--- src/rtl/commit_trace_buffer_if.sv ---
// Trace stream link: 32-bit words with valid/ready handshake and an
// end-of-record marker. The buffer drives the master side.
interface commit_trace_buffer_if;
    logic [31:0] tx_data;
    logic        tx_valid;
    logic        tx_last;
    logic        tx_ready;

    modport master (
        output tx_data,
        output tx_valid,
        output tx_last,
        input  tx_ready
    );

    modport slave (
        input  tx_data,
        input  tx_valid,
        input  tx_last,
        output tx_ready
    );
endinterface

--- src/rtl/commit_trace_buffer.sv ---
// Retired-instruction trace buffer: captures one record per i_log_trace pulse
// into a small FIFO and streams each record out as 6 or 10 32-bit words.
// Build option: define TRACE_BACKPRESSURE_EN when o_stall freezes the core, so a
// refused record is re-presented and nothing is counted as dropped. Without it,
// records arriving while full are lost and counted in o_drop_count.
module commit_trace_buffer #(
    parameter int unsigned ADDR_WIDTH  = 64,
    parameter int unsigned DATA_WIDTH  = 64,
    parameter int unsigned INSTR_WIDTH = 32,
    parameter int unsigned REG_ADDR_W  = 5,
    parameter int unsigned DEPTH       = 8
) (
    input  logic                     i_clk,
    input  logic                     i_rst,
    input  logic                     i_log_trace,
    input  logic [ADDR_WIDTH-1:0]    i_pc_log,
    input  logic [INSTR_WIDTH-1:0]   i_instruction_log,
    input  logic [DATA_WIDTH-1:0]    i_reg_val,
    input  logic [REG_ADDR_W-1:0]    i_rd_addr,
    input  logic                     i_reg_we,
    input  logic                     i_mem_access_log,
    input  logic                     i_mem_we_log,
    input  logic [ADDR_WIDTH-1:0]    i_mem_addr_log,
    input  logic [DATA_WIDTH-1:0]    i_mem_write_data_log,
    output logic                     o_stall,
    commit_trace_buffer_if.master    tx,
    output logic [15:0]              o_drop_count,
    output logic [$clog2(DEPTH):0]   o_level
);

    localparam int unsigned PtrW   = $clog2(DEPTH);
    localparam int unsigned LevelW = PtrW + 1;

    typedef struct packed {
        logic [7:0]  seq;
        logic        mem_we;
        logic        mem_access;
        logic        reg_we;
        logic [7:0]  rd;
        logic [63:0] pc;
        logic [31:0] instr;
        logic [63:0] reg_val;
        logic [63:0] mem_addr;
        logic [63:0] mem_data;
    } entry_t;

    typedef enum logic [1:0] {
        StIdle  = 2'd0,
        StSend  = 2'd1,
        StDrain = 2'd2
    } state_e;

    entry_t              mem_q [DEPTH];
    entry_t              entry_in;
    entry_t              head;
    logic [PtrW-1:0]     wr_ptr_q, wr_ptr_d;
    logic [PtrW-1:0]     rd_ptr_q, rd_ptr_d;
    logic [LevelW-1:0]   count_q, count_d;
    logic [7:0]          seq_q, seq_d;
    logic [15:0]         drop_q, drop_d;
    logic                push_q, push_d;
    logic                full, push, pop, avail;

    state_e              state_q, state_d;
    logic [3:0]          idx_q, idx_d;
    entry_t              rec_q, rec_d;
    logic                tx_valid_q, tx_valid_d;
    logic [31:0]         tx_data_q, tx_data_d;
    logic                tx_last_q, tx_last_d;

    // Word i of the packet, header first, 64-bit fields low half first.
    function automatic logic [31:0] pkt_word(input entry_t e, input logic [3:0] i);
        logic [31:0] w;
        case (i)
            4'd0:    w = {8'hA5, e.seq, 5'b0, e.mem_we, e.mem_access, e.reg_we, e.rd};
            4'd1:    w = e.pc[31:0];
            4'd2:    w = e.pc[63:32];
            4'd3:    w = e.instr;
            4'd4:    w = e.reg_val[31:0];
            4'd5:    w = e.reg_val[63:32];
            4'd6:    w = e.mem_addr[31:0];
            4'd7:    w = e.mem_addr[63:32];
            4'd8:    w = e.mem_data[31:0];
            4'd9:    w = e.mem_data[63:32];
            default: w = 32'h0;
        endcase
        return w;
    endfunction

    function automatic logic [3:0] last_idx(input entry_t e);
        return e.mem_access ? 4'd9 : 4'd5;
    endfunction

    // Capture the incoming record, zero-extended, with memory fields masked off
    // when no memory access retired.
    always_comb begin
        entry_in         = '0;
        entry_in.seq     = seq_q;
        entry_in.rd      = 8'(i_rd_addr);
        entry_in.reg_we  = i_reg_we;
        entry_in.pc      = 64'(i_pc_log);
        entry_in.instr   = 32'(i_instruction_log);
        entry_in.reg_val = 64'(i_reg_val);
        if (i_mem_access_log) begin
            entry_in.mem_access = 1'b1;
            entry_in.mem_we     = i_mem_we_log;
            entry_in.mem_addr   = 64'(i_mem_addr_log);
            entry_in.mem_data   = 64'(i_mem_write_data_log);
        end
    end

    assign head = mem_q[rd_ptr_q];
    assign full = (count_q == LevelW'(DEPTH));
    assign push = i_log_trace && !full;
    // An entry written on the previous edge is not read yet; this sets the
    // two-edge accept-to-valid latency while back-to-back records still flow.
    assign avail = (count_q > LevelW'(1)) || ((count_q == LevelW'(1)) && !push_q);

    // FIFO pointers, occupancy, sequence number and overflow counter.
    always_comb begin
        wr_ptr_d = wr_ptr_q;
        rd_ptr_d = rd_ptr_q;
        count_d  = count_q;
        seq_d    = seq_q;
        push_d   = push;
        if (push) begin
            wr_ptr_d = wr_ptr_q + PtrW'(1);
            seq_d    = seq_q + 8'd1;
        end
        if (pop) begin
            rd_ptr_d = rd_ptr_q + PtrW'(1);
        end
        case ({push, pop})
            2'b10:   count_d = count_q + LevelW'(1);
            2'b01:   count_d = count_q - LevelW'(1);
            default: count_d = count_q;
        endcase
`ifdef TRACE_BACKPRESSURE_EN
        drop_d = '0;
`else
        drop_d = drop_q;
        if (i_log_trace && full && (drop_q != 16'hFFFF)) begin
            drop_d = drop_q + 16'd1;
        end
`endif
    end

    // Sender FSM: IDLE loads the head straight into the output register,
    // SEND walks the word index on each handshake and pops after the last word.
    always_comb begin
        state_d    = state_q;
        idx_d      = idx_q;
        rec_d      = rec_q;
        tx_valid_d = tx_valid_q;
        tx_data_d  = tx_data_q;
        tx_last_d  = tx_last_q;
        pop        = 1'b0;
        case (state_q)
            StIdle: begin
                tx_valid_d = 1'b0;
                tx_last_d  = 1'b0;
                if (avail) begin
                    rec_d      = head;
                    idx_d      = 4'd0;
                    tx_data_d  = pkt_word(head, 4'd0);
                    tx_valid_d = 1'b1;
                    state_d    = StSend;
                end
            end
            StSend: begin
                if (tx_valid_q && tx.tx_ready) begin
                    if (tx_last_q) begin
                        pop        = 1'b1;
                        tx_valid_d = 1'b0;
                        tx_last_d  = 1'b0;
                        state_d    = StIdle;
                    end else begin
                        idx_d     = idx_q + 4'd1;
                        tx_data_d = pkt_word(rec_q, idx_d);
                        tx_last_d = (idx_d == last_idx(rec_q));
                    end
                end else if (!tx_valid_q) begin
                    tx_valid_d = 1'b1;
                    tx_data_d  = pkt_word(rec_q, idx_q);
                    tx_last_d  = (idx_q == last_idx(rec_q));
                end
            end
            default: begin
                state_d    = StIdle;
                tx_valid_d = 1'b0;
                tx_last_d  = 1'b0;
            end
        endcase
    end

    // Entry storage; contents need no reset since occupancy gates every read.
    always_ff @(posedge i_clk) begin
        if (push) begin
            mem_q[wr_ptr_q] <= entry_in;
        end
    end

    // State registers with synchronous reset.
    always_ff @(posedge i_clk) begin
        if (i_rst) begin
            wr_ptr_q   <= '0;
            rd_ptr_q   <= '0;
            count_q    <= '0;
            seq_q      <= '0;
            drop_q     <= '0;
            push_q     <= 1'b0;
            state_q    <= StIdle;
            idx_q      <= '0;
            rec_q      <= '0;
            tx_valid_q <= 1'b0;
            tx_data_q  <= '0;
            tx_last_q  <= 1'b0;
        end else begin
            wr_ptr_q   <= wr_ptr_d;
            rd_ptr_q   <= rd_ptr_d;
            count_q    <= count_d;
            seq_q      <= seq_d;
            drop_q     <= drop_d;
            push_q     <= push_d;
            state_q    <= state_d;
            idx_q      <= idx_d;
            rec_q      <= rec_d;
            tx_valid_q <= tx_valid_d;
            tx_data_q  <= tx_data_d;
            tx_last_q  <= tx_last_d;
        end
    end

    assign tx.tx_data   = tx_data_q;
    assign tx.tx_valid  = tx_valid_q;
    assign tx.tx_last   = tx_last_q;
    assign o_stall      = full;
    assign o_level      = count_q;
    assign o_drop_count = drop_q;

endmodule

--- src/flat_wrapper.sv ---
// flat-port wrapper written by rule: the top's interface ports become plain ports
module commit_trace_buffer_flat 
#(
    parameter int unsigned ADDR_WIDTH  = 64,
    parameter int unsigned DATA_WIDTH  = 64,
    parameter int unsigned INSTR_WIDTH = 32,
    parameter int unsigned REG_ADDR_W  = 5,
    parameter int unsigned DEPTH       = 8
)
  (i_clk, i_rst, i_log_trace, i_pc_log, i_instruction_log, i_reg_val, i_rd_addr, i_reg_we, i_mem_access_log, i_mem_we_log, i_mem_addr_log, i_mem_write_data_log, o_stall, o_drop_count, o_level, tx_tx_data, tx_tx_valid, tx_tx_last, tx_tx_ready);
  commit_trace_buffer_if tx_i ();
  input  logic i_clk;
  input  logic i_rst;
  input  logic i_log_trace;
  input  logic [ADDR_WIDTH-1:0] i_pc_log;
  input  logic [INSTR_WIDTH-1:0] i_instruction_log;
  input  logic [DATA_WIDTH-1:0] i_reg_val;
  input  logic [REG_ADDR_W-1:0] i_rd_addr;
  input  logic i_reg_we;
  input  logic i_mem_access_log;
  input  logic i_mem_we_log;
  input  logic [ADDR_WIDTH-1:0] i_mem_addr_log;
  input  logic [DATA_WIDTH-1:0] i_mem_write_data_log;
  output logic o_stall;
  output logic [15:0] o_drop_count;
  output logic [$clog2(DEPTH):0] o_level;
  output wire logic [$bits(tx_i.tx_data)-1:0] tx_tx_data;
  output wire logic [$bits(tx_i.tx_valid)-1:0] tx_tx_valid;
  output wire logic [$bits(tx_i.tx_last)-1:0] tx_tx_last;
  input wire logic [$bits(tx_i.tx_ready)-1:0] tx_tx_ready;
  assign tx_tx_data = tx_i.tx_data;
  assign tx_tx_valid = tx_i.tx_valid;
  assign tx_tx_last = tx_i.tx_last;
  assign tx_i.tx_ready = tx_tx_ready;
  commit_trace_buffer #(.ADDR_WIDTH(ADDR_WIDTH), .DATA_WIDTH(DATA_WIDTH), .INSTR_WIDTH(INSTR_WIDTH), .REG_ADDR_W(REG_ADDR_W), .DEPTH(DEPTH)) u_core (.i_clk(i_clk), .i_rst(i_rst), .i_log_trace(i_log_trace), .i_pc_log(i_pc_log), .i_instruction_log(i_instruction_log), .i_reg_val(i_reg_val), .i_rd_addr(i_rd_addr), .i_reg_we(i_reg_we), .i_mem_access_log(i_mem_access_log), .i_mem_we_log(i_mem_we_log), .i_mem_addr_log(i_mem_addr_log), .i_mem_write_data_log(i_mem_write_data_log), .o_stall(o_stall), .tx(tx_i), .o_drop_count(o_drop_count), .o_level(o_level));
endmodule
--- config.mk ---
export PLATFORM = sky130hd
export DESIGN_NAME = commit_trace_buffer_flat
export DESIGN_NICKNAME = d
export VERILOG_FILES = /design/src/rtl/commit_trace_buffer_if.sv /design/src/rtl/commit_trace_buffer.sv /design/src/flat_wrapper.sv
export SDC_FILE = /design/constraint.sdc
export NUM_CORES = 2
export LEC_CHECK = 0
export ABC_CLOCK_PERIOD_IN_PS = 66600
export CAP_MARGIN = 5
export CORE_AREA = 2 2 449 451
export CTS_BUF_LIST = sky130_fd_sc_hd__clkbuf_4 sky130_fd_sc_hd__clkbuf_8
export DETAILED_ROUTE_END_ITERATION = 8
export DIE_AREA = 0 0 451 453
export GPL_TIMING_DRIVEN = 0
export PLACE_DENSITY_LB_ADDON = 0.3
export SYNTH_ARGS = -nofsm -noshare
export SYNTH_HDL_FRONTEND = slang
export SYNTH_SLANG_ARGS = --single-unit
--- constraint.sdc ---
create_clock -name i_clk -period 66.6 [get_ports i_clk]
set_clock_uncertainty 0.05 [all_clocks]
set_input_delay 13.32 -clock i_clk [delete_from_list [all_inputs] [get_ports i_clk]]
set_output_delay 13.32 -clock i_clk [all_outputs]
set_load 0.1 [all_outputs]
==> flow_summary.toml <==
[grt]
global_route.peak_usage_layer = "met2"
use_met3_pct = 6.25
first_global_vias = 62100
global_route_wire_length_before_repair_mm = 476
antenna_found_initial = 30
globalRouteOverflowTotal = 0
global_route.usage.met2_pct = 51.8
grt_start_max_net_pins = 27
groute.layer.met1.usage_pct = 47.5
grt_usage_pct = 33.4

[sta]
setup-tns-final_ns = 0
hold_ws_ns = 0.419
timing.max_slew.rel_slack_pct = 5.14
maxClockFrequency_mhz = 59.1
final-max-slew-violation-count = 0
timing.final.setup_violations = 0
worst_slew_pin_slew_ns = 1.42
fin_ws_ns = 49.67
finalCriticalPeriod_ns = 16.93
period_share_pct = 25.4
grt_setup_unrepaired = "false"
finalHoldViolations = 0

[layout]
final_layout_size_suffix_gt1_share_pct = 25.0
fill_cells = 13400
final_util_pct = 64.3
finalNonFillerCells = 9867
seqCellArea_um2 = 80700
nNetsFinal = 7168
area_used_by_multi_input_combinational_logic_um2 = 26800
areaGrowthSynthToFinish_pct = 17.5

[die]
fp.dieArea_um2 = 204000
start_util_pct = 54.8
placementRows = 164
die_y_um = 453
die_w_um = 451
floorplan.io_pins = 355
placeableCoreArea_um2 = 199000

[place]
gp_routability_congestion = 1.09
place_inst = 9062
portBuffers = 353
place_ws_ns = 48.64
place_hpwl_mm = 252

[detailed_routing]
drc = 0
detail_route.first_pass.iterations = 8
detail_route.wirelength_mm = 341
drt_first_iter_violations = 8268
dr_total_vias = 63200
post_drt_wl_per_cell_um = 34.6
antenna_left = 0
routed_via_density = 6.40

[power_and_ir_drop]
leakage_dissipation_nw = 40.7
power_density_over_cell_area_nw_per_um2 = 29.7
netSwitchingFraction_pct = 24.5
share_comb_of_total_power_pct = 7.4
net-switching-power_uw = 931
power.internal_mw = 2.87
clock_group_share_of_total_power_pct = 38.0
vdd_ir_drop_max_mv = 0.0214
sequentialPowerShare_pct = 54.6

[logic_synthesis]
yosysWarningCount = 0
syn_nets = 6054
ys_seq_area_share_pct = 73.9
yosys_reg_bits = 2813
synthesis.area_um2 = 109000
synth_area_leaders = "edfxtp_1, mux4_2, dfxtp_1"
synth-edff-count = 2432
synthCells = 5740
post_synth_num_cell_types = 75
asr_flop_ratio_synth_pct = 0
synthDominantCellAreaShare_pct = 66.9
post_synth.cell_area_avg_um2 = 19.0
synth_top_flop_cell = "edfxtp_1"
yosysTopAreaCell = "edfxtp_1"

[clock_network]
ctsResizeCount = 0
clk_transition_reported_paths_ns = 0.06
numClockSinks = 2813
clock_tree_from_tritoncts = "yes"
tritoncts.num_buffers = 446
ctsLongestPathBuffers = 4
cts-hold-fix-buffers = 0
post-cts-setup-buffers = 0
clock_insertion_delay_worst_skew_ns = 1.16
clockRootBuffer = "clkbuf_8"
maximum_level_of_the_cts_h_tree = 5

[worst_setup_path]
timing.critical_path.from_type = "input port"
worstPathArrival_ns = 17.67
critical_path_maximum_fanout = 8
worstSetupEndpointType = "flop"
critPathRequiredTime_ns = 67.34
critical_path_class = "in -> reg"

[worst_hold_path]
timing.hold.worst.class = "reg -> reg"

[status]
run_status = "complete, no violations"

[flow_run]
cap_violations = 0
==> cell usage in the layout (no fill, tap or decap), drive strengths merged, types with 14 or more instances in the layout <==
master	instances
edfxtp	2432
a21oi	75
nand2	79
bufinv	14
a22oi	104
o22ai	32
clkinv	157
a222oi	49
nand3	48
clkbuf	815
a31oi	23
buf	511
mux2i	321
a22o	26
a211oi	326
ha	14
mux4	608
nor3	18
inv	14
xor2	20
dfxtp	381
o21ai	52
clkdlybuf4s50	353
nor2	406
a221oi	37
and3	14
and2	135
==> synthesized netlist by cell type (14+ instances only) <==
master    count
edfxtp_1   2432
mux4_2      608
nor2_1      405
dfxtp_1     381
a211oi_1    324
mux2i_1     321
clkbuf_1    202
and2_1      135
buf_2       130
a22oi_1     104
nand2_1      78
a21oi_1      74
buf_1        63
a222oi_1     49
nand3_1      48
o21ai_0      44
a221oi_1     35
o22ai_1      32
a22o_1       26
a31oi_1      22
xor2_1       20
nor3_1       17
and3_1       14
ha_1         14
==> power by group through the flow <==
stage | Clock [mW] | Combinational [mW] | Sequential, mW
6_report | 1.44 | 0.282 | 2.08
5_1_grt | 1.54 | 0.299 | 2.07
4_1_cts | 1.46 | 0.278 | 2.07
3_5_place_dp | 0 | 0.277 | 2.11
3_3_place_gp | 0 | 0.256 | 2.17
2_1_floorplan | 0 | 0.136 | 2.10
==> kinds of logic (layout without fill, tap and decap cells) <==
| kind of cell | count (synthesis) | count (layout) | share of synthesized area (%) |
|---|---|---|---|
| buffers and inverters | 412 | 1873 | 1.59 |
| and+or+nand+nor | 746 | 746 | 3.14 |
| AOI/OAI and AO/OA | 791 | 791 | 5.42 |
| DFF | 2813 | 2813 | 73.9 |
| adders and majority gates | 14 | 14 | 0.160 |
| xor gates and xnor gates | 29 | 29 | 0.233 |
| other | 0 | 10 | 0 |
| muxes | 935 | 935 | 15.6 |
==> per-layer routing <==
metal / up-vias / part of all wire (%)
li1: 25900 / -
met1: 33200 / 41
met2: 3338 / 47
met3: 659 / 8.2
met4: 22 / 4.3
met5: - / 0.047
==> registers in the layout, summed over array words and instances (netlist names), 3 cells and up, named ones only <==
register / cells
u_core.mem_q: 2432
u_core.rec_q: 304
u_core.tx.tx_data: 32
u_core.o_drop_count: 16
u_core.seq_q: 8
u_core.idx_q: 4
u_core.o_level: 4
u_core.rd_ptr_q: 3
u_core.wr_ptr_q: 3
==> final timing paths <==
kind                         start               endpoint  slack [ns]  cells after the start
max                    i_log_trace   u_core.mem_q[0][143]       49.67                     17
min          u_core.tx.tx_data[29]  u_core.tx.tx_data[29]        0.42                      1
max reg2reg      u_core.o_level[0]   u_core.mem_q[0][143]       61.53                     20
min reg2reg  u_core.tx.tx_data[29]  u_core.tx.tx_data[29]        0.42                      1
==> area by class of cell <==
type / count / area share [%]
buffer: 400 / 1.33
tap: 2656 / 2.59
antenna: 10 / 0.0195
clock buffer: 613 / 5.90
timing repair buffer: 666 / 5.37
inverter: 12 / 0.0351
multi-input combinational: 2515 / 20.9
sequential: 2813 / 62.9
clock inverter: 182 / 0.935
==> metrics by stage <==
| step | cell area, um2 | power, mW |
|---|---|---|
| 6_report | 128000 | 3.80 |
| 5_1_grt | 128000 | 3.91 |
| 4_1_cts | 128000 | 3.81 |
| 3_5_place_dp | 119000 | 2.38 |
| 3_3_place_gp | 116000 | 2.43 |
| 2_1_floorplan | 109000 | 2.24 |
==> critical path: stages <==
cell and delay (ns):
clkdlybuf4s50_1 0.56, and2_1 0.18, clkinv_1 0.29, nor4_2 0.65
buf_4 0.30, buf_4 0.20, buf_6 0.17, buf_4 0.21
buf_4 0.19, buf_4 0.20, buf_4 0.20, buf_4 0.21
buf_6 0.17, buf_4 0.19, buf_4 0.18, buf_4 0.19
buf_4 0.20
(Power assumes the default switching activity.)
